### config.mk
export PLATFORM = sky130hd
export DESIGN_NAME = audio_capture
export DESIGN_NICKNAME = d
export VERILOG_FILES = /design/src/rtl/audio_pkg.sv /design/src/rtl/pdm_integrator.sv /design/src/rtl/audio_capture.sv
export SDC_FILE = /design/constraint.sdc
export NUM_CORES = 1
export LEC_CHECK = 0
export ABC_AREA = 0
export CAP_MARGIN = 20
export CORE_ASPECT_RATIO = 0.8
export CORE_UTILIZATION = 35
export DETAILED_ROUTE_END_ITERATION = 8
export DONT_BUFFER_PORTS = 1
export PLACE_DENSITY_LB_ADDON = 0.08
export SLEW_MARGIN = 30
export SYNTH_ARGS = -nofsm -noshare
export SYNTH_HDL_FRONTEND = slang
export SYNTH_SLANG_ARGS = --single-unit
### constraint.sdc
create_clock -name clk -period 2.4 [get_ports clk]
set_clock_uncertainty 0.1 [all_clocks]
set_input_delay 0.24 -clock clk [delete_from_list [all_inputs] [get_ports clk]]
set_output_delay 0.24 -clock clk [all_outputs]
set_load 0.02 [all_outputs]
### src/rtl/audio_pkg.sv
// rtl/audio_pkg.sv - shared types and helpers for the PDM audio capture block
// Purpose: capture FSM state encoding and the address bit-reversal helper.
// Contents: state_t (IDLE/INTEG/WRITE/DONE), bitrev(value, width).
package audio_pkg;

   typedef enum logic [1:0] {
      ST_IDLE  = 2'd0,
      ST_INTEG = 2'd1,
      ST_WRITE = 2'd2,
      ST_DONE  = 2'd3
   } state_t;

   // Reverses the low 'width' bits of value; bits above width come back zero.
   function automatic logic [31:0] bitrev(input logic [31:0] value, input int width);
      logic [31:0] r;
      r = '0;
      for (int i = 0; i < width; i++) begin
         r[i] = value[width-1-i];
      end
      return r;
   endfunction

endpackage

### src/rtl/pdm_integrator.sv
// rtl/pdm_integrator.sv - PDM ones-counter over one sample window with saturation
// Purpose: counts window clocks, accumulates mic_data after the settle period and
//          presents the saturated count of the window, including the current bit.
// Ports:   clk, rst_n (async, active-low), clr (restart window), mic_data (PDM bit),
//          window_end (last clock of the window), sample (saturated ones count).
module pdm_integrator #(
   parameter int SAMPLE_W = 10,
   parameter int DECIM    = 10000,
   parameter int SETTLE   = 0
) (
   input  logic                clk,
   input  logic                rst_n,
   input  logic                clr,
   input  logic                mic_data,
   output logic                window_end,
   output logic [SAMPLE_W-1:0] sample
);

   localparam int CNT_W = (SETTLE + DECIM > 1) ? $clog2(SETTLE + DECIM) : 1;
   localparam int ACC_W = $clog2(DECIM + 1);
   localparam int EXT_W = ((ACC_W > SAMPLE_W) ? ACC_W : SAMPLE_W) + 1;
   localparam logic [EXT_W-1:0] SAT_MAX = {{(EXT_W-SAMPLE_W){1'b0}}, {SAMPLE_W{1'b1}}};

   logic [CNT_W-1:0] cnt;
   logic [ACC_W-1:0] acc;
   logic [EXT_W-1:0] total;
   logic             gate_bit;
   int               cnt_i;

   // Signed view of cnt keeps the settle comparison meaningful when SETTLE is 0.
   always_comb begin
      cnt_i      = int'(cnt);
      gate_bit   = mic_data && (cnt_i >= SETTLE);
      window_end = (cnt_i == SETTLE + DECIM - 1);
      // The bit arriving on the last window clock belongs to this sample.
      total      = EXT_W'(acc) + EXT_W'(gate_bit);
      sample     = (total > SAT_MAX) ? SAT_MAX[SAMPLE_W-1:0] : total[SAMPLE_W-1:0];
   end

   always_ff @(posedge clk or negedge rst_n) begin
      if (!rst_n) begin
         cnt <= '0;
         acc <= '0;
      end else if (clr) begin
         cnt <= '0;
         acc <= '0;
      end else begin
         cnt <= cnt + CNT_W'(1);
         acc <= acc + ACC_W'(gate_bit);
      end
   end

endmodule

### src/rtl/audio_capture.sv
// rtl/audio_capture.sv - PDM microphone capture into a sample memory
// Purpose: integrates PDM bits into samples, one window per sample per channel, and
//          writes them to memory with linear or bit-reversed addressing.
// Ports:   clk, rst_n (async, active-low), start, abort, mic_data (PDM in),
//          mic_lr_sel (current channel), busy, done (1-cycle), we, mem_addr, mem_data.
module audio_capture
   import audio_pkg::*;
#(
   parameter int ADDR_W   = 10,
   parameter int SAMPLE_W = 10,
   parameter int DECIM    = 10000,
   parameter int SETTLE   = 0,
   parameter int CHANNELS = 1,
   parameter int BITREV   = 1
) (
   input  logic                                       clk,
   input  logic                                       rst_n,
   input  logic                                       start,
   input  logic                                       abort,
   input  logic                                       mic_data,
   output logic                                       mic_lr_sel,
   output logic                                       busy,
   output logic                                       done,
   output logic                                       we,
   output logic [ADDR_W+((CHANNELS==2) ? 1 : 0)-1:0] mem_addr,
   output logic [SAMPLE_W-1:0]                        mem_data
);

   localparam int AW = ADDR_W + ((CHANNELS == 2) ? 1 : 0);

   state_t              state_q, state_d;
   logic [ADDR_W-1:0]   idx;
   logic                ch;
   logic                window_end;
   logic                integ_clr;
   logic                last_idx;
   logic                stereo_left;
   logic [SAMPLE_W-1:0] sample;
   logic [ADDR_W-1:0]   addr_lo;
   logic [AW-1:0]       addr_next;

   // Integrator idles at zero outside INTEG so every window starts from a clean count.
   assign integ_clr   = (state_q != ST_INTEG) || window_end || abort;
   assign last_idx    = &idx;
   assign stereo_left = (CHANNELS == 2) && !ch;

   pdm_integrator #(
      .SAMPLE_W (SAMPLE_W),
      .DECIM    (DECIM),
      .SETTLE   (SETTLE)
   ) u_integ (
      .clk        (clk),
      .rst_n      (rst_n),
      .clr        (integ_clr),
      .mic_data   (mic_data),
      .window_end (window_end),
      .sample     (sample)
   );

   always_comb begin
      addr_lo = idx;
      if (BITREV != 0) begin
         addr_lo = ADDR_W'(bitrev(32'(idx), ADDR_W));
      end
   end

   generate
      if (CHANNELS == 2) begin : g_stereo
         assign addr_next = {ch, addr_lo};
      end else begin : g_mono
         assign addr_next = addr_lo;
      end
   endgenerate

   always_ff @(posedge clk or negedge rst_n) begin
      if (!rst_n) begin
         state_q <= ST_IDLE;
      end else begin
         state_q <= state_d;
      end
   end

   always_comb begin
      state_d = state_q;
      unique case (state_q)
         ST_IDLE:  if (start) state_d = ST_INTEG;
         ST_INTEG: if (window_end) state_d = ST_WRITE;
         ST_WRITE: begin
            if (stereo_left || !last_idx) state_d = ST_INTEG;
            else                          state_d = ST_DONE;
         end
         ST_DONE:  state_d = ST_IDLE;
         default:  state_d = ST_IDLE;
      endcase
      // Abort overrides everything, including a start seen in IDLE.
      if (abort) state_d = ST_IDLE;
   end

   assign busy       = (state_q != ST_IDLE);
   assign done       = (state_q == ST_DONE);
   assign mic_lr_sel = ch;

   always_ff @(posedge clk or negedge rst_n) begin
      if (!rst_n) begin
         idx      <= '0;
         ch       <= 1'b0;
         we       <= 1'b0;
         mem_addr <= '0;
         mem_data <= '0;
      end else begin
         we <= 1'b0;
         if (abort) begin
            ch <= 1'b0;
         end else begin
            unique case (state_q)
               ST_IDLE: begin
                  if (start) begin
                     idx <= '0;
                     ch  <= 1'b0;
                  end
               end
               ST_INTEG: begin
                  if (window_end) begin
                     we       <= 1'b1;
                     mem_data <= sample;
                     mem_addr <= addr_next;
                  end
               end
               ST_WRITE: begin
                  if (stereo_left) begin
                     ch <= 1'b1;
                  end else begin
                     ch <= 1'b0;
                     if (!last_idx) idx <= idx + ADDR_W'(1);
                  end
               end
               default: ;
            endcase
         end
      end
   end

endmodule
==> out/metrics.csv <==
stage,metric,value,unit
clock_network,post_cts_buffers,0,
detailed_routing,drtIter0Drc,72,
logic_synthesis,avgSynthCellArea,10.4,µm²
pwr,p_seq_share,51.8,%
grt,antenna_found_initial,0,
sta,setup_viol,0,
worst_setup_path,worstPathCellList,ha_1 > nand3_1 > nand4b_1 > nor3_4 > buf_4 > mux2_2,
place,io_buffers,0,
logic_synthesis,synth_mux_area_share,4.85,%
worst_setup_path,cp_max_fo,8,
logic_synthesis,synth_top_family_by_area,simple AND/OR/NAND/NOR gates,
clock_network,cts_tree,yes,
pwr,internal_power,1.58,mW
grt,groute.usage.overall,15.2,%
pwr,ir_worst_vdd,0.301,mV
final_layout,layout.nets,289,
grt,grt_max_degree,62,
floorplanning,die_h,81.4,µm
grt,grt_overflow_total,0,
logic_synthesis,synth_ff_type,dfrtp_1,
logic_synthesis,synthXorXnorAreaFrac,9.52,%
logic_synthesis,yosysSeqAreaShare,55.3,%
logic_synthesis,synth_edf_count,0,
clock_network,htreeDepth,3,
logic_synthesis,ys_types,41,
clock_network,path_clk_slew,0.07,ns
clock_network,cts_buffer_depth,2,
floorplanning,rows,28,
sta,fin_hold_ws,0.0631,ns
place,dp_hpwl,3.71,mm
sta,slew_headroom,64.0,%
clock_network,clock_sinks,61,
detailed_routing,drt-pass1-iter-count,5,
worst_setup_path,cp_slowest_cell,dfrtp_1,
pwr,swShare,24.9,%
logic_synthesis,ys_ff_latch,61,
detailed_routing,dr_wl_met3,270,µm
logic_synthesis,synth-async-reset-ratio,100,%
worst_setup_path,start_kind,flip-flop,
floorplanning,io_pins,29,
worst_setup_path,crit_arrival,2.23,ns
clock_network,root_buffer,clkbuf_8,
floorplanning,start_util,36.7,%
logic_synthesis,synthSimpleGateAreaFrac,20.7,%
sta,hold_violations,0,
floorplanning,die_x,101,µm
floorplanning,die_area,8250,µm²
pwr,leakagePower,1.37,nW
detailed_routing,wl_met2,2.01,mm
logic_synthesis,synth_compound_area_share,5.12,%
clock_network,clk_latency,0.33,ns
detailed_routing,drt-vias-per-instance,4.78,
sta,clock.fmax,474,MHz
place,routabilityCongestion,0.746,
detailed_routing,vias,1866,
final_layout,area_delta_synth_final,14.9,%
sta,final.setup.tns,0,ns
final_layout,drive_above_1_share,14.0,%
detailed_routing,highest_layer,met4,
detailed_routing,wl_met1,3.04,mm
pwr,combinationalPowerShare,6.4,%
logic_synthesis,yosys_warnings,0,
sta,report.final.slew_viol_count,0,
pwr,switchingPower,0.522,mW
outcome,status,"finished, final reports clean",
worst_hold_path,hold_class,input port to flip-flop,
logic_synthesis,syn_area,2760,µm²
pwr,power_density,661,nW/µm²
clock_network,numCtsBuffers,9,
final_layout,n_antenna_cell,0,
detailed_routing,drt_wl_total,5.37,mm
final_layout,final.fill_count,736,
sta,fin_crit_sh,87.9,%
detailed_routing,postRouteAntennaNets,0,
detailed_routing,avgRoutedWirePerCell,13.8,µm
worst_setup_path,path_class,flip-flop to flip-flop,
pwr,total_power,2.10,mW
logic_synthesis,synth_cells,265,
grt,grt_pass1_vias,1833,
detailed_routing,drc,0,
logic_synthesis,syn_nets,274,
worst_setup_path,crit_path_end_kind,flip-flop,
floorplanning,core_area,7530,µm²
grt,grt_pass1_wl,9.23,mm
sta,grt_setup_unrepaired,false,
run,max_cap_viol_count,0,
logic_synthesis,synthAdderAreaFrac,1.81,%
worst_setup_path,cp_slowest_stage_delay,0.39,ns
place,dp.cells,371,
sta,fin_crit,2.11,ns
pwr,clockPowerShare,41.8,%
final_layout,final_cells,390,
worst_setup_path,cp_data_required_time,2.51,ns
sta,worst_pin_slew,0.535,ns
## per-layer routing
layer  global-route usage, %  vias up
met5                       0        -
li1                        -      941
met1                    22.7      878
met3                    6.47        6
met2                    19.3       41
met4                    4.78        0
## cell usage in the layout (no fill, tap or decap), types with 2 or more instances in the layout
cell type / synthesis / final
ha_1: 4 / 4
clkbuf_8: 0 / 9
nand2b_1: 2 / 2
and3_1: 6 / 5
dlygate4sd3_1: 0 / 2
a21oi_1: 3 / 3
xor2_1: 15 / 15
a31oi_1: 10 / 10
nand2_1: 13 / 13
or3_1: 2 / 2
dfrtp_1: 61 / 61
inv_1: 6 / 6
o2111ai_1: 3 / 3
clkinv_2: 0 / 2
o21ai_0: 3 / 3
mux2_2: 6 / 6
buf_4: 1 / 11
nand4_1: 6 / 6
xnor2_1: 15 / 15
nor3_1: 7 / 7
clkinvlp_4: 0 / 2
nor2_1: 56 / 56
mux2_1: 5 / 5
nand3_1: 12 / 12
nor4_1: 4 / 4
## registers in the layout (all words and copies together), names as in the netlist
name         count
idx             10
mem_addr        10
mem_data        10
state_q          2
u_integ.acc     14
u_integ.cnt     14
we               1
## cell usage after synthesis, types with 2 or more instances
cell type	instances	area (µm²)
dfrtp_1	61	1530
nor2_1	56	210
xnor2_1	15	131
xor2_1	15	131
nand2_1	13	48.8
nand3_1	12	60.1
a31oi_1	10	62.6
nor3_1	7	35.0
and3_1	6	37.5
inv_1	6	22.5
mux2_2	6	67.6
nand4_1	6	37.5
clkbuf_1	5	18.8
mux2_1	5	56.3
ha_1	4	50.1
nor4_1	4	25.0
a21oi_1	3	15.0
o2111ai_1	3	26.3
o21ai_0	3	15.0
buf_1	2	7.51
nand2b_1	2	12.5
or3_1	2	12.5
## power by group through the flow
| stage | Clock, mW | Sequential, mW | Combinational, mW |
|---|---|---|---|
| finish | 0.878 | 1.09 | 0.135 |
| global route | 0.972 | 1.09 | 0.156 |
| CTS | 0.918 | 1.09 | 0.138 |
| detailed placement | 0 | 1.11 | 0.107 |
| global placement | 0 | 1.11 | 0.109 |
| floorplan | 0 | 1.10 | 0.0706 |
## cells by family after synthesis
| family | after synthesis |
|---|---|
| AND/OR/NAND/NOR | 119 |
| flip-flops | 61 |
| XOR/XNOR | 30 |
| AO/OA/AOI/OAI | 22 |
| buffers and inverters | 16 |
| multiplexers | 12 |
| adder cells (fa/ha/maj) | 4 |
| other | 1 |
## worst max-delay path: cells and delay by family, from the launching register on
family                   cells  cell delay, ns
adder cells (fa/ha/maj)      1            0.20
flip-flops                   1            0.39
AND/OR/NAND/NOR              3            0.74
buffers and inverters        1            0.22
multiplexers                 1            0.35
## area by class of cell
type | instances | area, µm² | area share (%)
sequential | 61 | 1530 | 48.1
timing repair buffer | 14 | 130 | 4.10
clock inverter | 6 | 63.8 | 2.01
clock buffer | 10 | 128 | 4.02
inverter | 6 | 22.5 | 0.710
multi-input combinational | 188 | 1170 | 36.9
tap | 105 | 131 | 4.14
## per-stage QoR
stage	cell area [µm²]	setup slack [ns]	util (%)
global route	3170	0.0503	42.1
CTS	3170	0.154	42.1
floorplan	2760	0.408	-
finish	3170	0.290	42.1
detailed placement	2930	0.180	38.9
global placement	2930	0.170	38.9
## path summary, 6_finish.rpt
path | start | to | slack, ns | cells past startpoint
max | u_integ.cnt[0] | mem_addr[6] | 0.29 | 6
max reg2reg | u_integ.cnt[0] | mem_addr[6] | 0.29 | 6
min reg2reg | u_integ.cnt[0] | u_integ.cnt[0] | 0.39 | 1
min | abort | u_integ.cnt[1] | 0.06 | 2
min in group asynchronous | rst_n | mem_addr[9] | 0.33 | 2
max in group asynchronous | rst_n | u_integ.cnt[2] | 1.60 | 2
## repair_timing
action,CTS,global route
hold buffers,3,0
gates resized for setup,0,1
setup endpoints to repair,0,10
hold endpoints to repair,63,0
Note: power is estimated with default switching activity, not from simulation.
